==> config.mk <==
export PLATFORM = sky130hd
export DESIGN_NAME = axi_wr_dma
export DESIGN_NICKNAME = d
export VERILOG_FILES = /design/src/rtl/axi_wr_dma.sv
export SDC_FILE = /design/constraint.sdc
export NUM_CORES = 1
export LEC_CHECK = 0
export CAP_MARGIN = 20
export CORE_AREA = 2 2 153 155
export CTS_BUF_LIST = sky130_fd_sc_hd__clkbuf_2
export DETAILED_ROUTE_END_ITERATION = 7
export DIE_AREA = 0 0 155 157
export PLACE_DENSITY_LB_ADDON = 0.15
export SETUP_SLACK_MARGIN = 0.5
export SLEW_MARGIN = 20
export SYNTH_ARGS = -nofsm -noshare
export SYNTH_HDL_FRONTEND = slang
export SYNTH_SLANG_ARGS = --single-unit
==> constraint.sdc <==
create_clock -name clk -period 6.6 [get_ports clk]
set_clock_uncertainty 0.15 [all_clocks]
set_input_delay 1.32 -clock clk [delete_from_list [all_inputs] [get_ports clk]]
set_output_delay 1.32 -clock clk [all_outputs]
set_load 0.005 [all_outputs]
==> src/rtl/axi_wr_dma.sv <==
// AXI write master: drains a data stream into memory as INCR bursts of up to MAX_BURST beats.
// Optional macro AXI_WR_DMA_4KB_SPLIT_EN keeps every burst inside a 4 KB page.
module axi_wr_dma #(
    parameter int unsigned ADDR_WIDTH = 32,
    parameter int unsigned DATA_WIDTH = 128,
    parameter int unsigned ID_WIDTH   = 4,
    parameter int unsigned AXI_ID     = 0,
    parameter int unsigned MAX_BURST  = 16
) (
    input  logic                    clk,
    input  logic                    rst,
    input  logic                    start_i,
    input  logic [ADDR_WIDTH-1:0]   base_addr_i,
    input  logic [15:0]             beat_cnt_i,
    output logic                    busy_o,
    output logic                    done_o,
    output logic                    err_o,
    input  logic                    s_valid_i,
    output logic                    s_ready_o,
    input  logic [DATA_WIDTH-1:0]   s_data_i,
    output logic                    awvalid,
    input  logic                    awready,
    output logic [ID_WIDTH-1:0]     awid,
    output logic [ADDR_WIDTH-1:0]   awaddr,
    output logic [3:0]              awlen,
    output logic [2:0]              awsize,
    output logic [1:0]              awburst,
    output logic                    wvalid,
    input  logic                    wready,
    output logic [ID_WIDTH-1:0]     wid,
    output logic [DATA_WIDTH-1:0]   wdata,
    output logic [DATA_WIDTH/8-1:0] wstrb,
    output logic                    wlast,
    input  logic                    bvalid,
    output logic                    bready,
    input  logic [ID_WIDTH-1:0]     bid,
    input  logic [1:0]              bresp
);

    localparam int unsigned STRB_WIDTH = DATA_WIDTH / 8;
    localparam int unsigned SIZE       = $clog2(STRB_WIDTH);

    localparam logic [2:0] S_IDLE = 3'd0;
    localparam logic [2:0] S_AW   = 3'd1;
    localparam logic [2:0] S_W    = 3'd2;
    localparam logic [2:0] S_B    = 3'd3;
    localparam logic [2:0] S_DONE = 3'd4;

    logic [2:0]            state, state_nxt;
    logic [ADDR_WIDTH-1:0] addr, addr_nxt;
    logic [15:0]           remaining, remaining_nxt;
    logic [4:0]            len, len_nxt, len_calc;
    logic [3:0]            beat_cnt, beat_cnt_nxt;
    logic                  awvalid_nxt, busy_nxt, done_nxt, err_nxt, bready_nxt;
    logic [ADDR_WIDTH-1:0] awaddr_nxt;
    logic [3:0]            awlen_nxt;
    logic                  unused_bid;

    assign unused_bid = ^bid;

    // Constant channel attributes and the W-phase stream pass-through
    assign awid      = ID_WIDTH'(AXI_ID);
    assign wid       = ID_WIDTH'(AXI_ID);
    assign awsize    = 3'(SIZE);
    assign awburst   = 2'b01;
    assign wstrb     = '1;
    assign wdata     = s_data_i;
    assign wvalid    = (state == S_W) & s_valid_i;
    assign s_ready_o = (state == S_W) & wready;
    assign wlast     = wvalid & (beat_cnt == 4'(len - 5'd1));

    // Length of the next burst
`ifdef AXI_WR_DMA_4KB_SPLIT_EN
    logic [12:0] page_beats;
    always_comb begin
        len_calc   = (remaining < 16'(MAX_BURST)) ? 5'(remaining) : 5'(MAX_BURST);
        page_beats = (13'd4096 - {1'b0, addr[11:0]}) >> SIZE;
        if (13'(len_calc) > page_beats) begin
            len_calc = 5'(page_beats);
        end
    end
`else
    always_comb begin
        len_calc = (remaining < 16'(MAX_BURST)) ? 5'(remaining) : 5'(MAX_BURST);
    end
`endif

    always_ff @(posedge clk) begin
        if (rst) begin
            state     <= S_IDLE;
            addr      <= '0;
            remaining <= '0;
            len       <= '0;
            beat_cnt  <= '0;
            awvalid   <= 1'b0;
            awaddr    <= '0;
            awlen     <= '0;
            busy_o    <= 1'b0;
            done_o    <= 1'b0;
            err_o     <= 1'b0;
            bready    <= 1'b0;
        end else begin
            state     <= state_nxt;
            addr      <= addr_nxt;
            remaining <= remaining_nxt;
            len       <= len_nxt;
            beat_cnt  <= beat_cnt_nxt;
            awvalid   <= awvalid_nxt;
            awaddr    <= awaddr_nxt;
            awlen     <= awlen_nxt;
            busy_o    <= busy_nxt;
            done_o    <= done_nxt;
            err_o     <= err_nxt;
            bready    <= bready_nxt;
        end
    end

    always_comb begin
        state_nxt     = state;
        addr_nxt      = addr;
        remaining_nxt = remaining;
        len_nxt       = len;
        beat_cnt_nxt  = beat_cnt;
        awvalid_nxt   = awvalid;
        awaddr_nxt    = awaddr;
        awlen_nxt     = awlen;
        err_nxt       = err_o;

        case (state)
            S_IDLE: begin
                if (start_i) begin
                    addr_nxt      = base_addr_i;
                    remaining_nxt = beat_cnt_i;
                    err_nxt       = 1'b0;
                    state_nxt     = (beat_cnt_i == 16'd0) ? S_DONE : S_AW;
                end
            end
            S_AW: begin
                // First AW cycle loads the burst fields; they hold until awready
                if (!awvalid) begin
                    awvalid_nxt = 1'b1;
                    awaddr_nxt  = addr;
                    awlen_nxt   = 4'(len_calc - 5'd1);
                    len_nxt     = len_calc;
                end else if (awready) begin
                    awvalid_nxt  = 1'b0;
                    beat_cnt_nxt = '0;
                    state_nxt    = S_W;
                end
            end
            S_W: begin
                if (wvalid && wready) begin
                    beat_cnt_nxt = beat_cnt + 4'd1;
                    if (wlast) begin
                        remaining_nxt = remaining - 16'(len);
                        addr_nxt      = addr + (ADDR_WIDTH'(len) << SIZE);
                        state_nxt     = S_B;
                    end
                end
            end
            S_B: begin
                if (bvalid) begin
                    if (bresp != 2'b00) begin
                        err_nxt = 1'b1;
                    end
                    state_nxt = (remaining == 16'd0) ? S_DONE : S_AW;
                end
            end
            S_DONE: state_nxt = S_IDLE;
            default: state_nxt = S_IDLE;
        endcase

        busy_nxt   = (state_nxt == S_AW) || (state_nxt == S_W) || (state_nxt == S_B);
        done_nxt   = (state_nxt == S_DONE);
        bready_nxt = (state_nxt == S_B);
    end

endmodule

---- Word level (Yosys, flattened, before mapping) ----
Index checks and enable logic that the tools add are counted.
storage, ports and cells
  register bits after elaboration ......... 101
  input bits .............................. 189
  output and inout bits ................... 201
  word-level logic and storage cells ...... 79
cells by class
  $add $sub $neg .......................... 5
  $lt $le $gt $ge ......................... 1
  equal/unequal tests ..................... 15
  multiplexer cells ....................... 28
  bitwise operators ....................... 4
  reductions and logical operators ........ 14
operators with widths
  operator             count
  $mux 32              3
  $pmux 32 s2          1
  $mux 16              3
  $add 32x9->32        1
  $logic_not 16->1     2
  $pmux 16 s2          1
  $mux 3               8
  $lt 16x5->1 const B  1
  $sub 16x5->16        1
  $eq 3x2->1 const B   4
  $mux 4               3
  $ne 2x2->1 const B   6
  $pmux 3 s4           1
  $reduce_and 4->1     3
  $pmux 4 s2           1
  $reduce_bool 2->1    4
  $sub 4x1->4 const B  2
  $eq 3x1->1 const B   2
  $mux 1               5
  $mux 5               1
  $add 4x1->4 const B  1
  $eq 4x4->1           1
  $and 1x1->1          3
  $eq 3x3->1 const B   1
  7 further kinds      8

---- Logic depth before layout (Yosys ltp) ----
  depth in word-level cells ............... 9
  depth in mapped cells ................... 9
  depth with buffers taken out ............ 8

---- Worst setup path after synthesis ----
OpenSTA, ideal clock, no wires.
  path type ............................... reg-to-output
  start point ............................. reg state[2]
  end point ............................... out wlast
  arrival time ............................ 1774 ps
  required time ........................... 5130 ps
  setup slack ............................. 3356 ps
  stages on the path, launching flop included .. 7
  buffers on the path ..................... 4
  cells stage by stage .................... dfxtp_1 > buf_2 > or3b_2 > clkbuf_1 > clkbuf_1 > buf_1 > nor4_1
between the ends
  longest elaborated chain between the ends .. 3
RTL lines
  item                      RTL line  source
  start: declaration        49        logic [2:0] state, state_nxt;
  start signal: assignment  103       state <= state_nxt;
  $eq 3x2->1                68        assign wvalid = (state == S_W) & s_valid_i;
  $and 1x1->1               68
  $and 1x1->1               70        assign wlast = wvalid & (beat_cnt == 4'(len - 5'd1));
  end: declaration          33        output logic wlast,
No other way between the ends.

---- Worst setup path in the final report ----
  start point ............................. reg len[1]
  end point ............................... out wlast
between the ends
  longest elaborated chain between the ends .. 3
RTL lines
  item                      RTL line  source
  start: declaration        52        logic [4:0] len, len_nxt, len_calc;
  start signal: assignment  106       len <= len_nxt;
  $sub 4x1->4               70
  $eq 4x4->1                70
  $and 1x1->1               70
No other way between the ends.

==> Implementation_results.wiki <==
{| class="wikitable"
! Metric !! Value
|-
| IO Pins || 390
|-
| Clock-pin transition on the worst setup and hold timing paths || around 270 ps
|-
| Clock network latency to the later pin of the worst-skew pair || 630 ps
|-
| Achievable Freq || 235 MHz
|-
| Area of the mapped netlist || 6620 µm²
|-
| CTS tree || done
|-
| Worst Hold Class || reg2reg
|-
| Std-Cell Rows || 55
|-
| Fraction of layout cells with a size suffix above 1 || approximately 6%
|-
| Post-detailed-routing wire length || 18800 µm
|-
| PwrDens || 189 nW/µm²
|-
| Flip-flop and latch count after synthesis || 101
|-
| Mux cell area share after synthesis || 0.605%
|-
| Hold bufs inserted after CTS || 0
|-
| Via/cell ratio || 5.14
|-
| DRC Markers || 0
|-
| Family with the most delay on the worst path || buffers and inverters
|-
| Number of port buffers || 100
|-
| Critical path data required time || 5130 ps
|-
| Critical Path Sink Type || output pin
|-
| Vias after detailed routing || 5515
|-
| Number of global-route vias before repair || 5421
|-
| Syn_area_per_cell || 7.89 µm²
|-
| Synth Area in Adders || approximately 3.1%
|-
| Max transition margin || 28.5%
|-
| Drt first pass iters || 5
|-
| Critical path's slowest cell || clkdlybuf4s50_1
|-
| Design area || between 6000 and 7000 µm²
|-
| Final Slew Violations || 0
|-
| Final HPWL DP || between 10000 and 15000 µm
|-
| CTS-repair resized insts || 0
|-
| Drt first-iter violations || 313
|-
| Number of buffers added for setup after CTS || 0
|-
| Unrepaired setup endpoints after global routing || false
|-
| Effective utilization at floorplan || 29.4%
|-
| CTS Buf Count || 9
|-
| Total count of hold-check failures in the final report || 0
|-
| Count of warnings emitted by yosys || 0
|-
| Setup violators final || 0
|-
| Dominant combinational cell family by area after synthesis || buffers and inverters
|-
| Number of buffers on the longest clock path || 2
|-
| ANT nets after route || 0
|-
| Largest net degree at the start of global routing || 76
|-
| Commonest non-fill, non-tap cell in the layout || nand2_1
|-
| Element type at the critical path start || flip-flop
|-
| Root Buffer || clkbuf_2
|-
| Weighted congestion reported at the end of routability-driven placement || 0.772
|-
| Initial antenna violation count || 1
|-
| Share of the clock period used by the worst path after layout || between 60% and 70%
|-
| Number of instances in the synthesized netlist || 839
|-
| Post-synth EDFFs || 0
|-
| First-pass GRT wire length || 29900 µm
|-
| Static leakage power || 2.38 nW
|-
| Share of the synthesized area in compound gates (AO/OA/AOI/OAI) || a little over a fifth
|-
| Commonest non-fill, non-tap cells in the layout || nand2_1, dfxtp_1, clkdlybuf4s50_1, a21oi_1, nor2_1
|-
| Largest fanout on the critical path || 5
|-
| Area of the core || between 20000 and 25000 µm²
|-
| Worst VDD drop || between 0.06 and 0.07 mV
|-
| Total Nets Final || roughly 990
|-
| Post-synth ARST share || 0%
|-
| Critical path buffers and inverters || 2
|-
| Most instantiated flip-flop cell in the synthesis netlist || dfxtp_1
|-
| Fraction of synthesized cell area in xor and xnor cells || between 1.5 and 2%
|-
| Setup Total Neg Slack || 0 ps
|-
| Overall global routing resource usage || 15.6%
|-
| Die Footprint || 24300 µm²
|-
| Die height || between 150 and 200 µm
|-
| Area added between synthesis and finish || 4.48%
|-
| Biggest cell delay along the critical path || 560 ps
|-
| CP cell instances || inv_1, ha_1, xor2_1, nand3_1, nor4_1, clkdlybuf4s50_1
|-
| Detailed-route wire length per cell || between 15 and 20 µm
|-
| Remaining global-route overflow || 0
|-
| Data arrival time of the worst path || 2780 ps
|-
| Worst setup path class || reg2out
|-
| Period minus WS final || ~4200 ps
|-
| Max-cap check violation count || 0
|-
| H-tree depth || 3
|-
| Run status || completed
|-
| Simple-gate share of the synthesized area || 20.8%
|-
| Clock Sink Count || 101
|-
| Area after detailed placement || 6780 µm²
|-
| Cell variety after synth || 67
|-
| Overall die width || 155 µm
|-
| Measured slew at the worst slew-check pin || between 1000 and 1500 ps
|-
| Sequential element share of the synthesized area || a little under a third
|}
## worst min-delay path, delay by kind of cell, from the launching register on
kind	cells	cell delay, ps
AO/OA/AOI/OAI	1	50
flip-flops	1	370
AND/OR/NAND/NOR	1	50
## final timing paths
check	start	end	slack [ps]	cells past startpoint
setup reg to reg	len[1]	addr[22]	3420	8
hold reg to reg	addr[0]	awaddr[0]	320	2
setup / recovery	len[1]	wlast	2350	6
hold / removal	addr[0]	awaddr[0]	320	2
## where the power goes
group	switching, mW	internal (mW)	leakage [nW]	total [mW]
combinational	0.167	0.132	1.48	0.299
sequential	0.0444	0.650	0.826	0.695
clock	0.225	0.0861	0.0711	0.311
total	0.436	0.869	2.38	1.30
## sequential cells by signal, summed over array words and instances (netlist names)
| signal | cells |
|---|---|
| len | 5 |
| remaining | 16 |
| awlen | 4 |
| awvalid | 1 |
| awaddr | 32 |
| state | 3 |
| done_o | 1 |
| busy_o | 1 |
| bready | 1 |
| beat_cnt | 4 |
| addr | 32 |
| err_o | 1 |
## Yosys cell counts, drive strengths merged, types with 10 or more instances
library cell,n,area [µm²]
a21oi,70,350
inv,18,67.6
a211oi,22,165
nand4,18,113
nor3,17,85.1
nor2,45,169
clkbuf,38,144
nand3,20,100
ha,13,163
o31a,10,88.8
nand2,118,443
buf,166,1240
dfxtp,101,2020
o21ai,26,130
## cells by family (layout without fill, tap and decap cells)
| kind of cell | count (synthesis) | count (layout) |
|---|---|---|
| AO/OA/AOI/OAI | 209 | 209 |
| XOR/XNOR | 10 | 10 |
| adder cells (fa/ha/maj) | 15 | 15 |
| buffers and inverters | 222 | 143 |
| flip-flops | 101 | 101 |
| multiplexers | 4 | 4 |
| other | 2 | 30 |
| AND/OR/NAND/NOR | 276 | 276 |
## metrics by stage
step,util [%],total power [mW],setup WS (ps),std cells,hold slack [ps]
2_1_floorplan,-,0.951,3360,866,281
5_1_grt,30.7,1.39,2070,1073,338
3_3_place_gp,30.1,1.01,2430,1055,294
6_report,30.7,1.30,2350,1073,321
3_5_place_dp,30.1,1.00,2420,1055,297
4_1_cts,30.6,1.32,2300,1071,325
## final cells by class
| class | instances | area (µm²) |
|---|---|---|
| Multi-Input combinational cell | 543 | 3280 |
| Inverter | 18 | 67.6 |
| Clock inverter | 7 | 65.1 |
| Fill cell | 2451 | 15600 |
| Clock buffer | 9 | 45.0 |
| Sequential cell | 101 | 2020 |
| Antenna cell | 1 | 2.50 |
| Timing Repair Buffer | 109 | 1080 |
| Tap cell | 285 | 357 |
## metal layers
metal	part of all wire [%]	routed length (µm)	track usage, %	up-vias
li1	-	-	-	2687
met1	47	8870	20.4	2596
met2	45	8520	25.0	195
met3	6.0	1130	4.07	37
met4	1.7	323	4.98	0
met5	0	0	0	-
(Power assumes the default switching activity.)
